==> config.mk <==
export PLATFORM = sky130hd
export DESIGN_NAME = seq_framer_tx
export DESIGN_NICKNAME = d
export VERILOG_FILES = /design/src/rtl/seq_pkg.sv /design/src/rtl/seq_framer_tx.sv
export SDC_FILE = /design/constraint.sdc
export NUM_CORES = 1
export LEC_CHECK = 0
export ABC_CLOCK_PERIOD_IN_PS = 2600
export CAP_MARGIN = 10
export CELL_PAD_IN_SITES_DETAIL_PLACEMENT = 0
export CELL_PAD_IN_SITES_GLOBAL_PLACEMENT = 2
export CORE_MARGIN = 1
export CORE_UTILIZATION = 35
export DETAILED_ROUTE_END_ITERATION = 7
export GPL_TIMING_DRIVEN = 1
export PLACE_DENSITY_LB_ADDON = 0.1
export REMOVE_ABC_BUFFERS = 1
export SLEW_MARGIN = 25
export SYNTH_ARGS = -nofsm -noshare
export SYNTH_HDL_FRONTEND = slang
export SYNTH_SLANG_ARGS = --single-unit
==> constraint.sdc <==
create_clock -name clk -period 2.6 [get_ports clk]
set_clock_uncertainty 0.1 [all_clocks]
set_input_delay 0.39 -clock clk [delete_from_list [all_inputs] [get_ports clk]]
set_output_delay 0.39 -clock clk [all_outputs]
set_load 0.01 [all_outputs]
==> src/rtl/seq_pkg.sv <==
// Shared definitions for the 111-framed serial link: FSM states and framing constants.
package seq_pkg;

  typedef enum logic [1:0] {
    IDLE  = 2'd0,
    PRE   = 2'd1,
    PAY   = 2'd2,
    STUFF = 2'd3
  } state_t;

  localparam logic [3:0]  PREAMBLE  = 4'b1110;
  localparam int unsigned PRE_LEN   = 4;
  localparam int unsigned STUFF_RUN = 2;

endpackage

==> src/rtl/seq_framer_tx.sv <==
// Serial framer: emits preamble 1110 then the payload MSB-first, stuffing a 0
// after every run of two payload 1s so that 111 only ever occurs in the preamble.
module seq_framer_tx
  import seq_pkg::*;
#(
  parameter int unsigned WIDTH = 8
) (
  input  logic             clk,
  input  logic             reset,
  input  logic             start,
  input  logic [WIDTH-1:0] data,
  output logic             ready,
  output logic             dout,
  output logic             valid,
  output logic             done
);

  localparam int unsigned CNT_W = $clog2(WIDTH + 1);

  state_t           state;
  logic [WIDTH-1:0] shreg;
  logic [CNT_W-1:0] bit_cnt;
  logic [2:0]       pre_idx;
  logic [1:0]       ones;
  logic             stuff_pend;

  logic       pay_bit;
  logic [1:0] ones_next;
  logic       stuff_hit;
  logic       last_bit;
  logic       pre_last;
  logic [1:0] pre_sel;
  logic       pre_bit;
  logic       do_emit;
  logic       do_end;

  // dout is registered, so each decision below selects the bit shown in the next cycle.
  always_comb begin
    pay_bit   = shreg[WIDTH-1];
    ones_next = pay_bit ? (ones + 2'd1) : 2'd0;
    stuff_hit = (ones_next == 2'(STUFF_RUN));
    last_bit  = (bit_cnt == CNT_W'(WIDTH));
    pre_last  = (pre_idx == 3'(PRE_LEN));
    pre_sel   = 2'(3'(PRE_LEN - 1) - pre_idx);
    pre_bit   = PREAMBLE[pre_sel];
    do_emit   = ((state == PRE) && pre_last)
             || ((state == PAY) && !stuff_pend && !last_bit)
             || ((state == STUFF) && !last_bit);
    do_end    = ((state == PAY) && !stuff_pend && last_bit)
             || ((state == STUFF) && last_bit);
  end

  always_ff @(posedge clk or negedge reset) begin
    if (!reset) begin
      state      <= IDLE;
      shreg      <= '0;
      bit_cnt    <= '0;
      pre_idx    <= '0;
      ones       <= '0;
      stuff_pend <= 1'b0;
      ready      <= 1'b1;
      dout       <= 1'b0;
      valid      <= 1'b0;
      done       <= 1'b0;
    end else begin
      done <= 1'b0;
      if (do_emit) begin
        state      <= PAY;
        dout       <= pay_bit;
        valid      <= 1'b1;
        shreg      <= {shreg[WIDTH-2:0], 1'b0};
        bit_cnt    <= bit_cnt + CNT_W'(1);
        ones       <= stuff_hit ? 2'd0 : ones_next;
        stuff_pend <= stuff_hit;
      end else if (do_end) begin
        state <= IDLE;
        dout  <= 1'b0;
        valid <= 1'b0;
        done  <= 1'b1;
        ready <= 1'b1;
      end else begin
        unique case (state)
          IDLE: begin
            ready <= 1'b1;
            valid <= 1'b0;
            dout  <= 1'b0;
            if (start) begin
              shreg      <= data;
              pre_idx    <= 3'd1;
              ones       <= 2'd0;
              bit_cnt    <= '0;
              stuff_pend <= 1'b0;
              dout       <= PREAMBLE[3];
              valid      <= 1'b1;
              ready      <= 1'b0;
              state      <= PRE;
            end
          end
          PRE: begin
            dout    <= pre_bit;
            pre_idx <= pre_idx + 3'd1;
          end
          PAY: begin
            // Only reached with a stuff pending.
            dout       <= 1'b0;
            stuff_pend <= 1'b0;
            state      <= STUFF;
          end
          default: ;
        endcase
      end
    end
  end

endmodule
Word-level counts from Yosys, hierarchy flattened

Cells that the tools add are included.

Input bits: 11
Output and inout bits: 4
Bits in registers: 24
Word-level logic and storage cells: 90

Eq/ne operators: 10
$lt $le $gt $ge: 1
Reduce and logical (&&, ||, !) cells: 25
Muxes and demuxes: 38
Add/sub/neg operators: 4
Bitwise logic cells: 2

Operators with widths:

| cell                  | count |
|---|---|
| $mux W8               | 4 |
| $mux W2               | 9 |
| $mux W4               | 4 |
| $mux W1               | 15 |
| $reduce_bool A2 Y1    | 4 |
| $eq A2 B2 Y1 const B  | 3 |
| $logic_and A1 B1 Y1   | 6 |
| $pmux W3 S2           | 1 |
| $reduce_and A3 Y1     | 2 |
| $reduce_bool A3 Y1    | 2 |
| $reduce_bool A5 Y1    | 1 |
| $add A4 B1 Y4 const B | 1 |
| $eq A4 B4 Y1 const B  | 1 |
| $ne A2 B2 Y1 const B  | 2 |
| $ne A4 B4 Y1 const B  | 1 |
| $pmux W2 S2           | 1 |
| $reduce_and A2 Y1     | 2 |
| $reduce_and A4 Y1     | 1 |
| $reduce_bool A4 Y1    | 1 |
| $add A3 B1 Y3 const B | 1 |
| $eq A3 B3 Y1 const B  | 1 |
| $logic_or A1 B1 Y1    | 3 |
| $lt A2 B3 Y1 const B  | 1 |
| $mux W3               | 1 |
| other kinds (10)      | 12 |

Longest topological paths before layout

Depth in word-level cells: 7
Depth in mapped cells: 7
Depth with buffers taken out: 6

Least setup slack after synthesis

OpenSTA, ideal clock, no wires.

Path kind: reg-to-reg
Start point: reg state[0]
End point: reg pre_idx[2]
Stages on the path, launching flop included: 7
Data arrival time: 1.596 ns
Period minus slack after synthesis: 1.818 ns
Buffers on the path: 0
Path slack: 0.782 ns
Required time: 2.378 ns
Library setup time: 0.122 ns
Cells stage by stage: dfrtp_1 inv_1 ha_1 nand2b_1 a2111oi_4 nand2_1 a32o_1

Word-level cells in the longest chain between the ends: 7
Elaborated cells on any way between the ends: 19
Classes of those cells: eq/ne: 4; mux: 1; bitwise: 2; reduce/logical: 12

Ends and longest elaborated chain:

| what                               | RTL line                                 | RTL |
|---|---|---|
| start, declared                    | seq_framer_tx.sv:20                      | `state_t state;` |
| start signal, assigned             | seq_framer_tx.sv:55                      | `state <= IDLE;` |
| start signal, assigned             | seq_framer_tx.sv:68                      | `state <= PAY;` |
| start signal, assigned             | seq_framer_tx.sv:76                      | `state <= IDLE;` |
| $eq A2 B2 Y1                       | seq_framer_tx.sv:47, seq_framer_tx.sv:49 |  |
| $logic_and A1 B1 Y1                | seq_framer_tx.sv:47, seq_framer_tx.sv:49 |  |
| $logic_and A1 B1 Y1                | seq_framer_tx.sv:47                      | `\|\| ((state == PAY) && !stuff_pend && !last_bit)` |
| $logic_or A1 B1 Y1                 | seq_framer_tx.sv:47                      |  |
| $logic_or A1 B1 Y1                 | seq_framer_tx.sv:48                      | `\|\| ((state == STUFF) && !last_bit);` |
| $not A1 Y1 (no source line)        | --                                       |  |
| $reduce_and A4 Y1 (no source line) | --                                       |  |
| end signal, assigned               | seq_framer_tx.sv:101                     | `pre_idx <= pre_idx + 3'd1;` |
| end, declared                      | seq_framer_tx.sv:23                      | `logic [2:0] pre_idx;` |

Several ways; a longest one is shown, not always the timed one.
A chain may end at the register's enable or synchronous reset.

Final worst setup path

Start point: reg state[0]
End point: reg bit_cnt[2]

Word-level cells in the longest chain between the ends: 7
Elaborated cells on any way between the ends: 18
Classes of those cells: eq/ne: 4; mux: 1; reduce/logical: 13

Ends and longest elaborated chain:

| what                                                                       | RTL line                                 | RTL |
|---|---|---|
| $eq A2 B2 Y1                                                               | seq_framer_tx.sv:47, seq_framer_tx.sv:49 |  |
| $logic_and A1 B1 Y1                                                        | seq_framer_tx.sv:47, seq_framer_tx.sv:49 |  |
| $logic_and A1 B1 Y1                                                        | seq_framer_tx.sv:47                      |  |
| $logic_or A1 B1 Y1                                                         | seq_framer_tx.sv:47                      |  |
| $logic_or A1 B1 Y1                                                         | seq_framer_tx.sv:48                      |  |
| $ne A2 B2 Y1 (no source line) / $reduce_bool A2 Y1 (equally long branches) | --                                       |  |
| $reduce_and A3 Y1 (no source line)                                         | --                                       |  |
| end signal, assigned                                                       | seq_framer_tx.sv:72                      | `bit_cnt <= bit_cnt + CNT_W'(1);` |
| end, declared                                                              | seq_framer_tx.sv:22                      | `logic [CNT_W-1:0] bit_cnt;` |

Several ways; a longest one is shown, not always the timed one.

==> metrics.cfg <==
[outcome]
status = completed

[die]
ios = 15
dieArea_um2 = 4230
start_util_pct = 37.2
die_h_um = 65.1
coreArea_um2 = 3740
die_w_um = 65.1
rows = 22

[cts]
clock-sinks = 24
holdBufCountCts = 0
postCtsResizedCells = 0
clockBufferDepth = 2
cts_setup_buffers = 0
path_clk_slew_ps = 90
clk_latency_ps = 270
numCtsBuffers = 3
cts_tree = yes
root_buffer = clkbuf_8
htreeDepth = 1

[setup_path]
worstPathArrival_ps = 2120
required_ps = 2650
worstSetupPathType = reg2reg
cp-start-kind = register
worstReg2RegEnd = bit_cnt[2]
ff2ff_setup_slack_ps = 530
crit_path_max_fanout = 8
end_kind = register
reg2reg_from = state[0]
reg2reg_depth = 6

[sta]
worstMarginPinSlew_ps = 428
slew_violations = 0
fin_crit_sh_pct = 79.5
finalSetupViolations = 0
finalHoldViolCount = 0
fmax_mhz = 484
max_slew_margin_pct = 71.4
finalSetupTns_ps = 0
fin_crit_ps = 2070
rsz0062_at_grt = no

[layout]
final_cell_area_um2 = 1670
nets = 181
area_growth_pct = 19.7
drive_gt1_share_pct = 12.5
diodes = 0
fin_cells = 208

[global_route]
grt_pass1_vias = 1091
gr-total-overflow = 0
grt_first_pass_wirelength_mm = 5.27
grt_max_degree = 25
grtUsageTotal_pct = 16.6
antenna_found_initial = 0

[synthesis]
netlist_area_um2 = 1390
synthArstFlopShare_pct = 100
avgSynthCellArea_um2 = 9.87
ys.warnings.count = 0
ys.flop_type = dfrtp_1
yosysUniqueCellTypes = 41
yosys.area.top_type = dfrtp_1
synth.yosys.seq_area_share_pct = 43.3
synth_common_cells = 23 x dfrtp_1, 15 x a21oi_1, 14 x nand3_1
synthCells = 141
synth-seq-cells = 24
synthTopCellsByArea = dfrtp_1 41%, ha_1 8.1%, a21oi_1 5.4%
synth_edf_count = 0
synth.most_common_cell = dfrtp_1
synth_top_area_share_pct = 41.4

[routing]
num_vias = 1114
drt-total-wl_mm = 3.08
firstDrtPassIters = 4
detail_route.wl_per_cell_um = 14.8
via_per_inst = 5.36
initialDrtViolationCount = 49
antenna_left = 0
drcViolationCount = 0

[power_and_ir_drop]
ir_worst_vdd_v = 0.000447
power_density_nw_per_um2 = 1180
p_leak_uw = 0.000706
fin_total_pwr_uw = 1970

[min_path]
hold_class = in2async

[placement]
post_dp_cell_area_um2 = 1610
dp.cells = 204
dp_hpwl_mm = 2.24
place.gp.congestion = 0.770
port_buffers = 14

[job]
drv_cap = 0

[placed cells by master, fill, tap and decap left out, types with 2 or more instances in the layout]
master,instances
a21oi_1,15
nand2b_1,5
inv_1,9
ha_1,9
nand3_1,14
a22o_1,2
nor2_1,3
a32o_1,2
o21ai_2,2
nand2_1,8
o21ai_0,9
clkdlybuf4s50_1,14
a21o_1,2
buf_4,6
clkbuf_8,4
dfrtp_1,23
nor2b_1,2
a31oi_1,8
[metrics by stage]
| step | setup slack [ps] | hold WS, ps | util, % |
|---|---|---|---|
| after floorplan | 654 | -5.59 | - |
| after global placement | 545 | 360 | 43.0 |
| after detailed placement | 523 | 367 | 43.0 |
| after CTS | 525 | 380 | 44.5 |
| after global routing | 429 | 412 | 44.5 |
| final | 533 | 381 | 44.5 |
[layout make-up]
cell class | count | area [µm²]
fill | 378 | 2080
multi-input combinational | 103 | 729
sequential | 24 | 602
timing repair buffer | 20 | 185
tap | 48 | 60.1
clock buffer | 4 | 55.1
inverter | 9 | 33.8
[worst max-delay path, cell delays in order (launching register included)]
cell     delay [ps]
dfrtp_1         400
inv_1            90
ha_1            260
and2b_4         210
o21ai_2         290
nand2_1         230
a221o_1         360
[flip-flops by register name, indices dropped and copies added (netlist names)]
signal / flops
shreg: 8
bit_cnt: 4
pre_idx: 3
ones: 2
state: 2
done: 1
dout: 1
ready: 1
stuff_pend: 1
valid: 1
[per-layer routing]
| metal | wire length (µm) | track usage (%) |
|---|---|---|
| met1 | 1520 | 22.6 |
| met2 | 1460 | 26.0 |
| met3 | 73 | 2.29 |
| met4 | 35 | 7.34 |
| met5 | 0 | 0 |
[cell families (layout without fill, tap and decap cells)]
group                    Yosys count  after routing  share of synthesized area, %
flip-flops                        24             24                          43.3
AND/OR/NAND/NOR                   41             41                          16.0
multiplexers                       2              2                          1.53
XOR/XNOR                           1              1                         0.630
AO/OA/AOI/OAI                     50             50                          26.2
buffers and inverters             14             33                          4.32
adder cells (fa/ha/maj)            9              9                          8.09
[power breakdown]
| part | switching, µW | total, µW | leakage, µW | internal, µW |
|---|---|---|---|---|
| Clock | 123 | 258 | 0.0000288 | 135 |
| Sequential | 112 | 655 | 0.000287 | 543 |
| Combinational | 576 | 1050 | 0.000391 | 477 |
[worst max path at each step]
| stage | slack, ps | start | endpoint |
|---|---|---|---|
| after floorplan | 650 | state[0] | bit_cnt[2] |
| after global placement | 540 | start | pre_idx[2] |
| after detailed placement | 520 | start | pre_idx[2] |
| after CTS | 530 | state[0] | bit_cnt[2] |
| after global routing | 430 | state[0] | bit_cnt[2] |
| final | 530 | state[0] | bit_cnt[2] |
No activity file was read; power rests on OpenSTA's default activity.
==> variant: new RTL, same flow settings <==
Set the parameter `WIDTH` to 16 (it was 8).
--- a/src/rtl/seq_framer_tx.sv
+++ b/src/rtl/seq_framer_tx.sv
@@ -3,7 +3,7 @@
 module seq_framer_tx
   import seq_pkg::*;
 #(
-  parameter int unsigned WIDTH = 8
+  parameter int unsigned WIDTH = 16
 ) (
   input  logic             clk,
   input  logic             reset,
Interface: changed (resized data); port bits go from 15 to 23. The function was not compared with the original's and may differ.
==> variant against the unedited design <==
Largest cell class unchanged. Power grew 26%. Wire length grew 39%. First-iteration DRC count up 61%. Sequential cell count grew 9. Critical path type unchanged. Sequential power rose by 35%. Worst setup slack got worse by 190 ps. Final area increased by 33%. Area after synthesis grew 31%.
==> variant: results (changes against the unedited design) <==
Status -> completed
Seq/Total Area, Yosys -> 45.2% (+2.0 points)
R2R Setup Slk -> 350 ps (-190 ps)
Synth top cells by count -> 32 x dfrtp_1, 26 x o21ai_0, 11 x inv_1, 11 x mux2i_1, 11 x nor3_1
Final Hold Fails -> 0 (unchanged)
Worst hold endpoint -> ones[0]
Top Family by Delay on Critical Path -> simple AND/OR/NAND/NOR gates
Worst EP arrival -> 2350 ps (+230 ps)
Slew at the pin closest to its max-slew limit -> 606 ps (+178 ps)
Yosys cell types -> 42 (+2.4%)
CTS buffer count -> 5 (+2)
Via-per-instance ratio -> 5.11 (-4.6%)
Clock latency on the worst-skew pair -> 280 ps
CTS resizes -> 0 (unchanged)
Worst-path fanout max -> 7 (-1)
VDD IR-drop max -> 0.393 mV (-12%)
Clock slew at reported path FFs -> 70 ps (-20 ps)
Initial antenna violation count -> 0 (unchanged)
Gp weighted congestion -> 0.856 (+11%)
CP peak stage delay -> 490 ps (+90 ps)
Ranking of synthesized cells by area -> dfrtp_1 44%, o21ai_0 7.1%, ha_1 6.2%
Max Root-Sink Buffers -> 2 (unchanged)
Slowest stage cell, crit path -> nor2b_1
Share of cells above drive strength 1 -> 13.6% (+1.1 points)
Pin count of the biggest net entering global routing -> 34 (+36%)
IO Port Bufs -> 22 (+8)
Worst R2R Path Depth -> 6 (unchanged)
Lkg Pwr -> 0.000942 uW (+33%)
Top Registers -> shreg: 16 flops, bit_cnt: 5 flops, pre_idx: 3 flops
CTS Hold Bufs -> 0 (unchanged)
Crit Reg-Reg Startpoint -> state[0]
Total GRT Usage -> 18.0% (+1.4 points)
Layout Nets -> 241 (+33%)
First-pass GRT wire length -> 7.30 mm (+38%)
Clock root buffer -> clkbuf_8
DRT Pass-1 Iters -> 4 (unchanged)
Syn. warnings -> 0 (unchanged)
Post-synth ARST share -> 100% (unchanged)
Hold Startpoint -> ones[0]
Routed WL -> 4.30 mm (+39%)
Setup TNS -> 0 ps (unchanged)
Diode count -> 0 (unchanged)
H-tree Lvls -> 2 (+1)
Hold depth -> 1
First DRT Iteration DRCs -> 79 (+61%)
Post-CTS setup buffers -> 0 (unchanged)
R2r endpoint -> ones[1]
Fillers -> 502 (+33%)
Vias in the first global route -> 1430 (+31%)
Hold Crit Class -> reg2reg
DP Wirelength -> 3.08 mm (+37%)
-- variant: cell types whose count changed in the layout (fill, tap and decap cells not counted), sizes merged, moves of 4 or more --
cell,unedited run,this run
nor2,4,10
a31oi,8,1
a21oi,16,9
clkdlybuf4s50,14,22
o21ai,11,27
nor4,0,7
nand3,14,7
mux2i,1,11
nand2,9,5
dfrtp,23,32
nor3,0,12
-- variant: layout make-up --
class | instances | area (sq um) | share of cell area, %
Sequential cell | 33 | 827 | 37.2
Timing Repair Buffer | 30 | 280 | 12.6
Clock buffer | 7 | 96.3 | 4.34
Tap cell | 67 | 83.8 | 3.77
Multi-Input combinational cell | 132 | 887 | 39.9
Inverter | 11 | 41.3 | 1.86
Clock inverter | 1 | 5.00 | 0.225
-- variant: stage by stage --
| stage | std cells | util [%] | setup WS, ps | cell area (sq um) | hold slack [ps] |
|---|---|---|---|---|---|
| 2_1_floorplan | 176 | - | 326 | 1760 | -5.59 |
| 3_3_place_gp | 273 | 43.4 | 398 | 2120 | 364 |
| 3_5_place_dp | 273 | 43.4 | 372 | 2120 | 372 |
| 4_1_cts | 281 | 45.5 | 344 | 2220 | 382 |
| 5_1_grt | 281 | 45.5 | 134 | 2220 | 392 |
| 6_report | 281 | 45.5 | 345 | 2220 | 377 |
-- variant: power breakdown --
| group | leakage [uW] | internal [uW] | switching, uW |
|---|---|---|---|
| sequential | 0.000405 | 745 | 139 |
| combinational | 0.000482 | 493 | 666 |
| clock | 0.0000542 | 239 | 190 |
-- variant: logic make-up after synthesis --
kind of cell | after synthesis | synth area share, %
adders and majority gates | 9 | 6.16
and+or+nand+nor | 58 | 18.6
buffers and inverters | 24 | 6.23
muxes | 12 | 6.64
AOI/OAI and AO/OA | 51 | 16.2
xor gates and xnor gates | 2 | 0.958
DFF | 33 | 45.2
-- variant: worst max path at each step --
stage,slack (ps),from,end,cells after the start
floorplan,330,bit_cnt[0],stuff_pend,6
global placement,400,state[1],dout,6
detailed placement,370,state[1],dout,6
CTS,340,state[1],dout,6
global route,130,state[0],bit_cnt[2],6
finish,350,state[0],ones[1],6
-- variant: metal layers --
layer | GRT usage, % | vias to the layer above | part of all wire, %
met1 | 25.6 | 696 | 50
met4 | 5.45 | 0 | 0.49
met2 | 27.0 | 17 | 47
met5 | 0 | - | 0
met3 | 4.47 | 2 | 2.9
li1 | - | 721 | -
